$ cat config.mk
export PLATFORM = sky130hd
export DESIGN_NAME = rr_arbiter_n_flat
export DESIGN_NICKNAME = d
export VERILOG_FILES = /design/src/rtl/arb_pkg.sv /design/src/rtl/rr_arbiter_n_if.sv /design/src/rtl/rr_pick_n.sv /design/src/rtl/rr_arbiter_n.sv /design/src/flat_wrapper.sv
export SDC_FILE = /design/constraint.sdc
export NUM_CORES = 1
export LEC_CHECK = 0
export ABC_AREA = 0
export BUFFER_PORTS_ARGS = -buffer_cell sky130_fd_sc_hd__buf_2
export CORE_UTILIZATION = 57
export CTS_CLUSTER_DIAMETER = 100
export CTS_CLUSTER_SIZE = 12
export DETAILED_ROUTE_END_ITERATION = 10
export HOLD_SLACK_MARGIN = 0.12
export PLACE_DENSITY = 0.87
export SETUP_SLACK_MARGIN = 0.02
export SLEW_MARGIN = 20
export SYNTH_ARGS = -nofsm -noshare
export SYNTH_HDL_FRONTEND = slang
export SYNTH_SLANG_ARGS = --single-unit
$ cat constraint.sdc
create_clock -name clk -period 4.2 [get_ports clk]
set_input_delay 0.63 -clock clk [delete_from_list [all_inputs] [get_ports clk]]
set_output_delay 0.63 -clock clk [all_outputs]
set_load 0.05 [all_outputs]
$ cat src/rtl/arb_pkg.sv
// Shared arbitration types: FSM state encoding and index-width helper.
// Used by rr_arbiter_n and the mux_n_to_1 it drives.
package arb_pkg;

  localparam logic ARB_IDLE  = 1'b0;
  localparam logic ARB_GRANT = 1'b1;

  typedef enum logic {
    S_IDLE  = ARB_IDLE,
    S_GRANT = ARB_GRANT
  } arb_state_t;

  function automatic int idx_w(input int n);
    return (n > 1) ? $clog2(n) : 1;
  endfunction

endpackage

$ cat src/rtl/rr_arbiter_n_if.sv
// Requester-side bundle of the round-robin arbiter.
// Requesters use master; the arbiter uses slave.
interface rr_arbiter_n_if
  import arb_pkg::*;
#(
  parameter int N = 8
);

  localparam int IW = idx_w(N);

  logic [N-1:0]  req;
  logic [N-1:0]  grant;
  logic [IW-1:0] grant_idx;
  logic          grant_valid;
  logic          timeout;

  modport master (
    output req,
    input  grant,
    input  grant_idx,
    input  grant_valid,
    input  timeout
  );

  modport slave (
    input  req,
    output grant,
    output grant_idx,
    output grant_valid,
    output timeout
  );

endinterface

$ cat src/rtl/rr_pick_n.sv
// Combinational round-robin pick: first set request at or
// above ptr, searching upward with wrap-around modulo N.
module rr_pick_n
  import arb_pkg::*;
#(
  parameter  int N  = 8,
  localparam int IW = idx_w(N)
) (
  input  logic [N-1:0]  req,
  input  logic [IW-1:0] ptr,
  output logic [N-1:0]  pick,
  output logic [IW-1:0] idx,
  output logic          any
);

  localparam logic [IW:0] NN = (IW+1)'(N);

  logic [N-1:0]  rot;
  logic [IW-1:0] off;
  logic [IW:0]   sum;

  always_comb begin
    rot = N'({req, req} >> ptr);
    off = '0;
    any = |req;
    // descending scan leaves the lowest set bit
    for (int i = N - 1; i >= 0; i--) begin
      if (rot[i]) off = IW'(i);
    end
    sum = {1'b0, off} + {1'b0, ptr};
    if (sum >= NN) sum = sum - NN;
    idx  = sum[IW-1:0];
    pick = any ? (N'(1) << idx) : '0;
  end

endmodule

$ cat src/rtl/rr_arbiter_n.sv
// Round-robin arbiter with hold timeout; grant_idx drives the
// shared mux select and stays stable between grants.
module rr_arbiter_n
  import arb_pkg::*;
#(
  parameter int N        = 8,
  parameter int MAX_HOLD = 16
) (
  input logic           clk,
  input logic           rst_n,
  rr_arbiter_n_if.slave bus
);

  localparam int IW = idx_w(N);
  localparam int CW =
    (MAX_HOLD > 0) ? $clog2(MAX_HOLD + 1) : 1;
  localparam logic [CW-1:0] HOLD_LAST =
    CW'((MAX_HOLD > 0) ? MAX_HOLD - 1 : 0);
  localparam logic [IW-1:0] LAST_IDX = IW'(N - 1);
  localparam bit TMO_EN = (MAX_HOLD != 0);

  arb_state_t    state_q, state_nx;
  logic [N-1:0]  grant_q, grant_nx;
  logic [IW-1:0] idx_q, idx_nx;
  logic          valid_q, valid_nx;
  logic          tmo_q, tmo_nx;
  logic [IW-1:0] ptr_q, ptr_nx;
  logic [CW-1:0] cnt_q, cnt_nx;

  logic [N-1:0]  pick;
  logic [IW-1:0] pick_idx;
  logic          pick_any;
  logic          rel;
  logic          hit;
  logic [IW-1:0] ptr_adv;

  rr_pick_n #(.N(N)) u_pick (
    .req  (bus.req),
    .ptr  (ptr_q),
    .pick (pick),
    .idx  (pick_idx),
    .any  (pick_any)
  );

  // release wins over a coincident expiry
  assign rel = !bus.req[idx_q];
  assign hit = TMO_EN && !rel && (cnt_q == HOLD_LAST);
  assign ptr_adv =
    (idx_q == LAST_IDX) ? '0 : idx_q + IW'(1);

  always_comb begin
    state_nx = state_q;
    grant_nx = grant_q;
    idx_nx   = idx_q;
    valid_nx = valid_q;
    tmo_nx   = 1'b0;
    ptr_nx   = ptr_q;
    cnt_nx   = cnt_q;
    unique case (state_q)
      S_IDLE: begin
        if (pick_any) begin
          state_nx = S_GRANT;
          grant_nx = pick;
          idx_nx   = pick_idx;
          valid_nx = 1'b1;
          cnt_nx   = '0;
        end
      end
      S_GRANT: begin
        unique case (1'b1)
          rel, hit: begin
            state_nx = S_IDLE;
            grant_nx = '0;
            valid_nx = 1'b0;
            ptr_nx   = ptr_adv;
            tmo_nx   = hit;
          end
          default: cnt_nx = cnt_q + CW'(1);
        endcase
      end
    endcase
  end

  always_ff @(posedge clk or negedge rst_n) begin
    if (!rst_n) begin
      state_q <= S_IDLE;
      grant_q <= '0;
      idx_q   <= '0;
      valid_q <= 1'b0;
      tmo_q   <= 1'b0;
      ptr_q   <= '0;
      cnt_q   <= '0;
    end else begin
      state_q <= state_nx;
      grant_q <= grant_nx;
      idx_q   <= idx_nx;
      valid_q <= valid_nx;
      tmo_q   <= tmo_nx;
      ptr_q   <= ptr_nx;
      cnt_q   <= cnt_nx;
    end
  end

  assign bus.grant       = grant_q;
  assign bus.grant_idx   = idx_q;
  assign bus.grant_valid = valid_q;
  assign bus.timeout     = tmo_q;

endmodule

$ cat src/flat_wrapper.sv
// flat-port wrapper written by rule: the top's interface ports become plain ports
module rr_arbiter_n_flat import arb_pkg::*;
#(
  parameter int N        = 8,
  parameter int MAX_HOLD = 16
)
  (clk, rst_n, bus_req, bus_grant, bus_grant_idx, bus_grant_valid, bus_timeout);
  rr_arbiter_n_if #(.N(N)) bus_i ();
  input logic clk;
  input logic rst_n;
  input wire logic [$bits(bus_i.req)-1:0] bus_req;
  output wire logic [$bits(bus_i.grant)-1:0] bus_grant;
  output wire logic [$bits(bus_i.grant_idx)-1:0] bus_grant_idx;
  output wire logic [$bits(bus_i.grant_valid)-1:0] bus_grant_valid;
  output wire logic [$bits(bus_i.timeout)-1:0] bus_timeout;
  assign bus_i.req = bus_req;
  assign bus_grant = bus_i.grant;
  assign bus_grant_idx = bus_i.grant_idx;
  assign bus_grant_valid = bus_i.grant_valid;
  assign bus_timeout = bus_i.timeout;
  rr_arbiter_n #(.N(N), .MAX_HOLD(MAX_HOLD)) u_core (.clk(clk), .rst_n(rst_n), .bus(bus_i));
endmodule
== Yosys cells after proc, flatten, opt, wreduce, memory -nomap -nowiden ==
Cells that the tools add are included.

* Register bits after elaboration: 22
* Input port bits: 10
* Output and inout port bits: 13
* Logic and storage cells: 55

* $add $sub $neg: 4
* $lt $le $gt $ge: 2
* Eq/ne operators: 5
* Shift operators: 2
* Mux-type cells: 26
* Bitwise operators: 1
* Reduce and logical (&&, ||, !) cells: 8

{| class="wikitable"
|+ Operators with widths
! operator !! number
|-
| 3-bit 2-to-1 mux || 10
|-
| 8-bit 2-to-1 mux || 2
|-
| 8-bit one-hot mux with 2 select lines || 1
|-
| 16-bit by 3-bit >> shifter with 8-bit output || 1
|-
| 5-bit 2-to-1 mux || 2
|-
| 5-bit one-hot mux with 2 select lines || 1
|-
| 2-bit AND reduction || 4
|-
| 8-bit OR reduction || 1
|-
| 1-bit by 3-bit << shifter with 8-bit output, first input constant || 1
|-
| 1-bit 2-to-1 mux || 7
|-
| 5-bit by 1-bit adder with 5-bit output, second input constant || 1
|-
| 5-bit by 4-bit == test with 1-bit output, second input constant || 1
|-
| 3-bit by 3-bit adder with 4-bit output || 1
|-
| 4-bit >= comparator, second input constant || 1
|-
| 3-bit by 4-bit < comparator with 1-bit output, second input constant || 1
|-
| 2-bit inequality test, second input constant || 2
|-
| 1-bit one-hot mux with 2 select lines || 2
|-
| 3-bit by 1-bit adder with 3-bit output, second input constant || 1
|-
| 1-bit binary-select mux with 3-bit select || 1
|-
| 3-bit == test, second input constant || 1
|-
| 3-bit by 1-bit subtractor with 3-bit output, second input constant || 1
|-
| 2-bit by 1-bit inequality test with 1-bit output, second input constant || 1
|-
| 2-bit OR reduction || 1
|-
| 1-bit logical AND || 1
|-
| other kinds (2) || 2
|}

== Longest topological paths before layout ==
Gate-level depths: netlist of run 1.

* Word-level depth: 15
* Gate-level depth with buffers: 14
* Mapped depth without buffers: 12

== Modules after synthesis ==
From an unflattened synthesis of run 1, not the netlist that was laid out.

* Cell total of the unflattened synthesis: 184
* Area total of the unflattened synthesis: 1876.8 µm²

{| class="wikitable"
|+ By module, submodules not included
! module !! times used !! cells each !! area each (µm²)
|-
| rr_arbiter_n || 1 || 102 || 1079.8
|-
| rr_pick_n || 1 || 82 || 797.0
|}

== Worst setup path before layout of run 1 ==
Ideal clock, no wire load.

* Path kind: register -> register
* Start point: reg u_core.ptr_q[0]
* End point: reg u_core.grant_q[2], in the netlist u_core.bus.grant[2]
* Setup time: 83 ps
* Arrival time: 3137 ps
* Required time: 4117 ps
* Slack: 980 ps
* Stages on the path, launching flop included: 13
* Cells stage by stage: dfrtp_1 > buf_2 > buf_1 > mux4_2 > o21ai_0 > inv_1 > o32ai_1 > o221ai_1 > ha_1 > inv_1 > fa_1 > or3_1 > o21ai_0

* Word-level cells in the longest chain between the ends: 15
* Elaborated cells on any way between the ends: 16
* Those cells by class: 2 x add/sub; 1 x order compare; 2 x shift; 11 x mux

{| class="wikitable"
|+ RTL lines
! what !! RTL line !! RTL
|-
| start: declaration || rr_arbiter_n.sv:27 || <nowiki>logic [IW-1:0] ptr_q, ptr_nx;</nowiki>
|-
| start signal: assignment || rr_arbiter_n.sv:99 || <nowiki>ptr_q <= ptr_nx;</nowiki>
|-
| 16-bit by 3-bit >> shifter with 8-bit output || rr_pick_n.sv:23 || <nowiki>rot = N'({req, req} >> ptr);</nowiki>
|-
| 3-bit 2-to-1 mux (8 in series) || rr_pick_n.sv:28 || <nowiki>if (rot[i]) off = IW'(i);</nowiki>
|-
| 3-bit by 3-bit adder with 4-bit output * || rr_pick_n.sv:30 || <nowiki>sum = {1'b0, off} + {1'b0, ptr};</nowiki>
|-
| 4-bit >= comparator / 3-bit by 1-bit subtractor with 3-bit output (equally long branches) || rr_pick_n.sv:31 || <nowiki>if (sum >= NN) sum = sum - NN;</nowiki>
|-
| 3-bit 2-to-1 mux * || rr_pick_n.sv:31 ||
|-
| 1-bit by 3-bit << shifter with 8-bit output * || rr_pick_n.sv:33 || <nowiki>pick = any ? (N'(1) << idx) : '0;</nowiki>
|-
| 8-bit 2-to-1 mux * || rr_arbiter_n.sv:61 || <nowiki>if (pick_any) begin</nowiki>
|-
| 8-bit one-hot mux with 2 select lines * || rr_arbiter_n.sv:59 || <nowiki>unique case (state_q)</nowiki>
|-
| end signal: assignment || rr_arbiter_n.sv:95 || <nowiki>grant_q <= grant_nx;</nowiki>
|-
| end: declaration || rr_arbiter_n.sv:23 || <nowiki>logic [N-1:0] grant_q, grant_nx;</nowiki>
|}

Every way passes the cells marked *; elsewhere a longest branch is shown, timed or not. The select of a mux whose other input is x is not followed.
A chain may end at the register's enable or synchronous reset.

== Worst setup path in the final report of run 1 ==
Same ends and word-level chain as after synthesis.

==> results of run 1 <==
[worst min-delay path by stage]
stage	from	to	slack (ns)	depth (start not counted)
after floorplan	rst_n	u_core.bus.grant[0]	0.33	0
after global placement	u_core.bus.grant_valid	u_core.bus.grant_valid	0.46	2
after detailed placement	u_core.bus.grant_valid	u_core.bus.grant_valid	0.46	2
after CTS	rst_n	u_core.bus.grant_idx[1]	0.26	1
after global routing	rst_n	u_core.bus.grant_idx[1]	0.28	1
final	rst_n	u_core.bus.grant_idx[1]	0.25	1
[cell usage after synthesis, types with 2 or more instances]
cell | number | area share
inv_1 | 11 | 0.024
o21ai_0 | 7 | 0.021
a32o_1 | 6 | 0.035
or4_1 | 2 | 0.0089
nand3_1 | 4 | 0.012
nor2_1 | 5 | 0.011
mux4_2 | 7 | 0.093
nand2_1 | 15 | 0.033
nand2b_1 | 5 | 0.018
nor3b_2 | 2 | 0.015
ha_1 | 5 | 0.037
and3_1 | 2 | 0.0074
o22ai_1 | 2 | 0.0074
mux2_2 | 5 | 0.033
buf_1 | 3 | 0.0066
nor3b_1 | 8 | 0.035
o21bai_1 | 2 | 0.0089
buf_2 | 7 | 0.021
xnor2_1 | 3 | 0.016
o32ai_1 | 2 | 0.010
o31ai_1 | 2 | 0.0089
mux2i_1 | 4 | 0.024
clkbuf_1 | 5 | 0.011
dfrtp_1 | 22 | 0.32
nor4_1 | 8 | 0.030
o21ai_1 | 2 | 0.0059
nor2b_1 | 2 | 0.0074
nor3_1 | 20 | 0.059
[per-layer routing]
layer	track usage	up-vias
met5	0	-
met4	0.1150	0
met1	0.3187	724
li1	-	696
met3	0.02765	4
met2	0.4420	51
[metrics by stage]
stage               utilization  cells  area, µm²  power (mW)  setup slack (ns)
global placement         0.6356    219       1768       1.378            0.9124
global route             0.6545    223       1821       1.729            0.4335
finish                   0.6545    223       1821       1.604            0.6720
CTS                      0.6545    223       1821       1.596            0.7094
floorplan                     -    182       1695       1.226            0.9802
detailed placement       0.6356    219       1768       1.435            0.7545
[worst register-to-register path, cell delays in order (launching register included)]
cell and delay [ns]:
dfrtp_1 0.81, mux4_2 0.62, nor2_1 0.10, o21ai_0 0.11, inv_1 0.07, o32ai_1 0.06
o221ai_1 0.21, ha_1 0.18, inv_1 0.05, fa_1 0.39, xnor2_1 0.29, xor2_1 0.35
o21ai_0 0.17
[flip-flops by register name, indices dropped and copies added, names as in the netlist]
register / flops
u_core.bus.grant: 8
u_core.bus.grant_valid: 1
u_core.cnt_q: 5
u_core.ptr_q: 3
u_core.bus.timeout: 1
u_core.bus.grant_idx: 3
u_core.state_q: 1
[final cells by class]
type | instances | area, µm² | share of cell area
multi-input cells | 132 | 1020 | 0.5601
flip-flops and latches | 22 | 550.5 | 0.3024
repair buffers | 23 | 117.6 | 0.06460
inverters | 11 | 41.29 | 0.02268
well taps | 31 | 38.79 | 0.02131
clock inverters | 1 | 30.03 | 0.01649
clock buffers | 3 | 22.52 | 0.01237
[cells by family (layout without fill, tap and decap cells)]
family                     count (synthesis)  in the layout  synth area share
adders and majority gates                  6              6           0.04871
AOI/OAI and AO/OA                         31             31            0.1365
DFF                                       22             22            0.3247
muxes                                     16             16            0.1498
and+or+nand+nor                           75             75            0.2458
buffers and inverters                     28             38           0.07380
xor gates and xnor gates                   4              4           0.02067
[power by group]
group	switching, mW	leakage [nW]	internal, mW
clock network	0.0651	0.0279	0.0965
registers	0.135	0.285	0.282
logic	0.594	0.487	0.432
==> run_results.csv, run 1 <==
group,metric,value,unit
status,outcome,"finished clean",
worst_setup_path,timing_worst_setup_path_type,"reg -> reg",
worst_setup_path,crit-reg2reg-launch,"u_core.ptr_q[0]",
synthesis,synth.net_count,198,
clock_tree,cts-root-to-sink-buffers,2,
worst_setup_path,worst_path_dominant_cell_family,"flip-flops",
synthesis,synth-edff-count,0,
worst_setup_path,worstPathBufferInverterCount,2,
worst_setup_path,crit_path_max_fanout,18,
worst_setup_path,worstSetupStartpoint,"u_core.ptr_q[0]",
floorplanning,dieHeight,56.54,µm
detailed_routing,drt.antenna.violating_nets,0,
detailed_routing,routed_wire_length_per_instance,17.18,µm
clock_tree,numClockSinks,22,
detailed_routing,totalWireLength,3.832,mm
global_routing,grt_start_max_net_pins,31,
worst_setup_path,chain_of_cells_forming_the_critical_path,"mux4_2 > nor2_1 > o21ai_0 > inv_1 > o32ai_1 > o221ai_1 > ha_1 > inv_1 > fa_1 > xnor2_1 > xor2_1 > o21ai_0",
timing,worst_pin_slew,0.8681,ns
synthesis,synth_sequential_area_ratio,0.3247,
synthesis,average_instance_area_after_synthesis,9.315,µm²
floorplanning,die_outline_area,3196,µm²
clock_tree,clock_insertion_delay_worst_skew,0.31,ns
timing,post-route-period-util,0.8400,
floorplanning,placement_rows,19,
layout,nFillCells,219,
layout,most_frequent_cells_in_the_layout,"buf_2, dfrtp_1, nor3_1",
worst_setup_path,worst_r2r_path_depth,12,
timing,totalNegativeSetupSlack,0,ns
timing,setup_viol,0,
detailed_routing,post-route-drc-count,0,
synthesis,asyncSetResetFlopFracSynth,1.000,
detailed_routing,dr_wl_met3,166,µm
detailed_routing,top_layer_used,"met4",
global_routing,grt_antenna_before_repair,0,
worst_setup_path,worstReg2RegEnd,"u_core.bus.grant[2]",
detailed_routing,num_vias,1475,
timing,finalHoldViolations,0,
synthesis,yosysUniqueCellTypes,42,
global_routing,global_route_wire_length_before_repair,6.430,mm
place,global_placement_routability_congestion,0.8928,
power_and_ir_drop,power.density,881.3,nW/µm²
timing,hold-worst-slack,0.2515,ns
clock_tree,cts-hold-fix-buffers,0,
worst_setup_path,critical_path_required,4.39,ns
timing,skew,0.007834,ns
worst_setup_path,critPathArrivalTime,3.72,ns
clock_tree,cts.repair.resized,0,
clock_tree,cts_made_buffers,3,
detailed_routing,routedLengthMet1,1.592,mm
job,maxCapViolations,0,
worst_setup_path,r2r_slack,0.67,ns
global_routing,grt_pass1_vias,1491,
layout,n_antenna_cell,0,
worst_setup_path,setup.worst_path.start_class,"register",
worst_setup_path,critPathSlowestCell,"dfrtp_1",
synthesis,synth.ff_latch_count,22,
worst_setup_path,critical_path_destination,"u_core.bus.grant[2]",
clock_tree,cts-htree-levels,1,
global_routing,grt_util_all_layers,0.2550,
layout,design.final.nets,209,
clock_tree,clock_edge_transition_at_the_registers_on_the_reported_setup_and_hold_paths,0.13,ns
detailed_routing,detail_route.iter0.violations,109,
worst_setup_path,category_of_the_worst_setup_path_capture_point,"register",
worst_hold_path,hold_class,"in -> async",
floorplanning,io_pins,23,
synthesis,yosys_warnings,0,
timing,fmax,283.4,MHz
layout,post_route_cells_drive_above_1_share,0.2240,
floorplanning,placeableCoreArea,2781,µm²
place,dpl.hpwl,2.771,mm
synthesis,synth_top_flop_cell,"dfrtp_1",
detailed_routing,detail_route.first_pass.iterations,4,
timing,timing.final.max_slew_violations,0,
layout,syn_to_final_growth,7.380,%
synthesis,synthesis.area,1695,µm²
worst_setup_path,crit_path_max_incr_delay,0.81,ns
clock_tree,clockRootBuffer,"clkbuf_4",
place,placement.io_buffers,22,
power_and_ir_drop,p_leak,0.7999,nW
worst_setup_path,critical_path_cell_count,12,
detailed_routing,met2RoutedLength,2.038,mm
timing,slew-limit-headroom,0.4213,
clock_tree,cts_tree,"done",
timing,rsz0062_at_grt,"no",
clock_tree,cts_setup_buffers,0,
global_routing,overflow,0,
power_and_ir_drop,ir_drop,669.6,µV
detailed_routing,via_per_inst,6.614,
floorplanning,initial_core_util,0.6095,
timing,post_layout_minimum_cycle_time,3.528,ns
floorplanning,die_width,56.54,µm
synthesis,syn-instance-count,182,
Note: power is estimated with default switching activity, not from simulation.
==> inputs of run 2 (changes only) <==
--- a/config.mk
+++ b/config.mk
@@ -5,14 +5,14 @@
 export SDC_FILE = /design/constraint.sdc
 export NUM_CORES = 1
 export LEC_CHECK = 0
-export ABC_AREA = 0
+export ABC_AREA = 1
 export BUFFER_PORTS_ARGS = -buffer_cell sky130_fd_sc_hd__buf_2
-export CORE_UTILIZATION = 57
+export CORE_UTILIZATION = 51
 export CTS_CLUSTER_DIAMETER = 100
 export CTS_CLUSTER_SIZE = 12
 export DETAILED_ROUTE_END_ITERATION = 10
 export HOLD_SLACK_MARGIN = 0.12
-export PLACE_DENSITY = 0.87
+export PLACE_DENSITY = 0.83
 export SETUP_SLACK_MARGIN = 0.02
 export SLEW_MARGIN = 20
 export SYNTH_ARGS = -nofsm -noshare
==> constraint.sdc (replaced) <==
create_clock -name clk -period 3 [get_ports clk]
set_input_delay 0.45 -clock clk [delete_from_list [all_inputs] [get_ports clk]]
set_output_delay 0.45 -clock clk [all_outputs]
set_load 0.05 [all_outputs]
==> run 2 against run 1 <==
Compared with the run above:
- cell count rose by 33%
- count of clock-buffer cells in the layout rose by 1
- critical path depth rose by 6
- clock power rose by 2%
- clock skew fell by 0.0029 ns
- global-route usage fell by 2.4 points
- register-to-register slack got worse by 0.35 ns
- sequential share of layout area rose by 0.16 points
- worst setup slack got worse by 0.35 ns
- flip-flop and latch count did not move
- critical path type unchanged
==> run_results.csv, run 2 <==
group,metric,value,unit
status,outcome,"finished clean",
detailed_routing,num_vias,1536,
synthesis,average_instance_area_after_synthesis,7.123,µm²
layout,most_frequent_cells_in_the_layout,"nand2_1, nand3_1, buf_2",
layout,largest_register_ff_count,8,
global_routing,grt_pass1_vias,1432,
floorplanning,io_pins,23,
synthesis,syn-instance-count,228,
clock_tree,clockRootBuffer,"clkbuf_4",
timing,worst_pin_slew,0.4760,ns
floorplanning,placeableCoreArea,3028,µm²
synthesis,synth.net_count,244,
layout,nFillCells,308,
timing,post_layout_minimum_cycle_time,2.676,ns
detailed_routing,detail_route.iter0.violations,102,
layout,combined_area_of_the_multi_input_logic_cells,938.4,µm²
synthesis,yosys_warnings,0,
clock_tree,clock_edge_transition_at_the_registers_on_the_reported_setup_and_hold_paths,0.12,ns
power_and_ir_drop,power.density,1268,nW/µm²
floorplanning,initial_core_util,0.5364,
power_and_ir_drop,p_leak,1.002,nW
floorplanning,die_width,58.43,µm
synthesis,yosysMostFrequentCell,"nand2_1",
clock_tree,numClockSinks,22,
worst_setup_path,critPathArrivalTime,2.89,ns
clock_tree,clock_insertion_delay_worst_skew,0.32,ns
synthesis,asyncSetResetFlopFracSynth,1.000,
detailed_routing,detail_route.first_pass.iterations,4,
worst_setup_path,category_of_the_worst_setup_path_capture_point,"register",
detailed_routing,routed_wire_length_per_instance,11.50,µm
timing,fmax,373.7,MHz
worst_hold_path,hold_path.startpoint,"u_core.bus.grant_valid",
worst_setup_path,worstReg2RegEnd,"u_core.bus.grant[3]",
layout,syn_to_final_growth,12.02,%
synthesis,synth_sequential_area_ratio,0.3390,
timing,rsz0062_at_grt,"no",
timing,setup_viol,0,
clock_tree,cts_tree,"done",
detailed_routing,drt.antenna.violating_nets,0,
global_routing,grt_start_max_net_pins,23,
worst_setup_path,crit_path_max_fanout,10,
global_routing,grt_antenna_before_repair,0,
layout,post_route_cells_drive_above_1_share,0.2530,
detailed_routing,via_per_inst,5.172,
worst_setup_path,timing_worst_setup_path_type,"reg -> reg",
synthesis,synth_top_flop_cell,"dfrtp_1",
worst_setup_path,setup.worst_path.start_class,"register",
synthesis,synthesis.area,1624,µm²
detailed_routing,totalWireLength,3.415,mm
worst_hold_path,hold_end,"u_core.bus.grant_valid",
worst_setup_path,worst_r2r_path_depth,18,
worst_setup_path,crit-reg2reg-launch,"u_core.ptr_q[0]",
clock_tree,cts_setup_buffers,0,
detailed_routing,post-route-drc-count,0,
worst_setup_path,chain_of_cells_forming_the_critical_path,"inv_6 > nand2_2 > nand3_1 > nand3_1 > nand2_1 > inv_1 > a21oi_1 > o21bai_1 > a21oi_1 > ha_1 > inv_1 > fa_1 > xor2_1 > inv_1 > nand3_2 > nand2_4 > nand2_1 > nand2_1",
synthesis,synth-edff-count,0,
worst_setup_path,critical_path_required,3.22,ns
clock_tree,cts-htree-levels,1,
power_and_ir_drop,ir_drop,582.3,µV
worst_setup_path,crit_path_max_incr_delay,0.52,ns
layout,design.final.nets,270,
timing,timing.final.max_slew_violations,0,
synthesis,yosysUniqueCellTypes,29,
timing,totalNegativeSetupSlack,0,ns
layout,sequential_cell_area,553.0,µm²
layout,final_common_cell,"nand2_1",
place,place_worst_setup_slack,0.2419,ns
place,dpl.hpwl,2.649,mm
synthesis,netlist_top_cells_area,"dfrtp_1, nand2_1, nand3_1",
global_routing,overflow,0,
place,placement.io_buffers,22,
floorplanning,die_outline_area,3414,µm²
synthesis,synth.top_cell.area_share,0.3390,
global_routing,global_route_wire_length_before_repair,6.065,mm
synthesis,yosys.area.top_type,"dfrtp_1",
worst_hold_path,hold_class,"reg -> reg",
timing,skew,0.004956,ns
timing,final_critical_path_setup_slack,0.3241,ns
layout,n_antenna_cell,0,
synthesis,synth_commonest_cells,"nand2_1, nand3_1, dfrtp_1, inv_1, nor2_1",
job,maxCapViolations,0,
timing,post-route-period-util,0.8920,
timing,slew-limit-headroom,0.6827,
worst_hold_path,hold_depth,2,
global_routing,grt_util_all_layers,0.2307,
floorplanning,placement_rows,20,
worst_setup_path,r2r_slack,0.32,ns
synthesis,synth.ff_latch_count,22,
place,global_placement_routability_congestion,0.8520,
clock_tree,cts_made_buffers,3,
worst_setup_path,critPathSlowestCell,"dfrtp_2",
floorplanning,dieHeight,58.43,µm
clock_tree,cts-root-to-sink-buffers,2,
timing,finalHoldViolations,0,
run 2: changes by cell type in the layout (fill, tap and decap cells not counted), sizes merged, moves of 10 or more:
cell   before  now
inv        11   24
nand2      15   90
nand3       4   41
nor2        5   17
nor3       20    1
nor3b      10    0
run 2: cell type report:
class | count | share of cell area
flip-flops and latches | 22 | 0.3040
clock buffers | 4 | 0.01995
multi-input cells | 177 | 0.5158
inverters | 25 | 0.05571
repair buffers | 25 | 0.07428
well taps | 44 | 0.03026
run 2: worst max-delay path: cells and delay by family (launching register included):
kind | cells | cell delay, ns
AO/OA/AOI/OAI | 3 | 0.34
XOR/XNOR | 1 | 0.22
buffers and inverters | 4 | 0.32
flip-flops | 1 | 0.52
adder cells (fa/ha/maj) | 2 | 0.53
AND/OR/NAND/NOR | 8 | 0.65
run 2: per-layer routing:
metal / part of all wire / global-route usage / routed length (µm)
met5: 0 / 0 / 0
met4: 0.013 / 0.07483 / 44
met2: 0.49 / 0.3941 / 1671
met3: 0.033 / 0.01319 / 112
met1: 0.46 / 0.3158 / 1586
run 2: how the worst max path moves through the flow:
stage | start | depth (start not counted) | to | slack, ns
2_1_floorplan | u_core.ptr_q[0] | 19 | u_core.bus.grant[2] | 0.55
3_3_place_gp | u_core.ptr_q[0] | 19 | u_core.bus.grant[2] | 0.33
3_5_place_dp | u_core.ptr_q[0] | 19 | u_core.bus.grant[3] | 0.24
4_1_cts | u_core.ptr_q[0] | 19 | u_core.bus.grant[3] | 0.21
5_1_grt | u_core.ptr_q[0] | 18 | u_core.bus.grant[2] | 0.03
6_report | u_core.ptr_q[0] | 18 | u_core.bus.grant[3] | 0.32
run 2: cells by family after synthesis:
| kind of cell | synth area share |
|---|---|
| fa+ha+maj | 0.05085 |
| compound gates | 0.07396 |
| xor+xnor | 0.01079 |
| simple gates | 0.4422 |
| flops | 0.3390 |
| buf+inv | 0.08321 |
run 2: what timing repair did:
action	in CTS	in global routing
resized for setup	0	2
endpoints found under the hold margin	22	0
endpoints found under the setup margin	0	9
hold buffers	1	0
run 2: stage by stage:
stage | area (µm²) | instances | util | hold slack [ns] | total power [mW]
global placement | 1770 | 292 | 0.5847 | 0.4358 | 2.094
finish | 1819 | 297 | 0.6008 | 0.4968 | 2.307
CTS | 1817 | 297 | 0.6000 | 0.5001 | 2.320
floorplan | 1624 | 228 | - | 0.1544 | 1.834
global route | 1819 | 297 | 0.6008 | 0.5108 | 2.545
detailed placement | 1770 | 292 | 0.5847 | 0.4423 | 2.136
run 2: report_power, final:
group	internal [mW]	switching, mW	total (mW)
combinational	0.504	1.10	1.60
sequential	0.406	0.134	0.540
clock	0.0743	0.0917	0.166
total	0.984	1.32	2.31
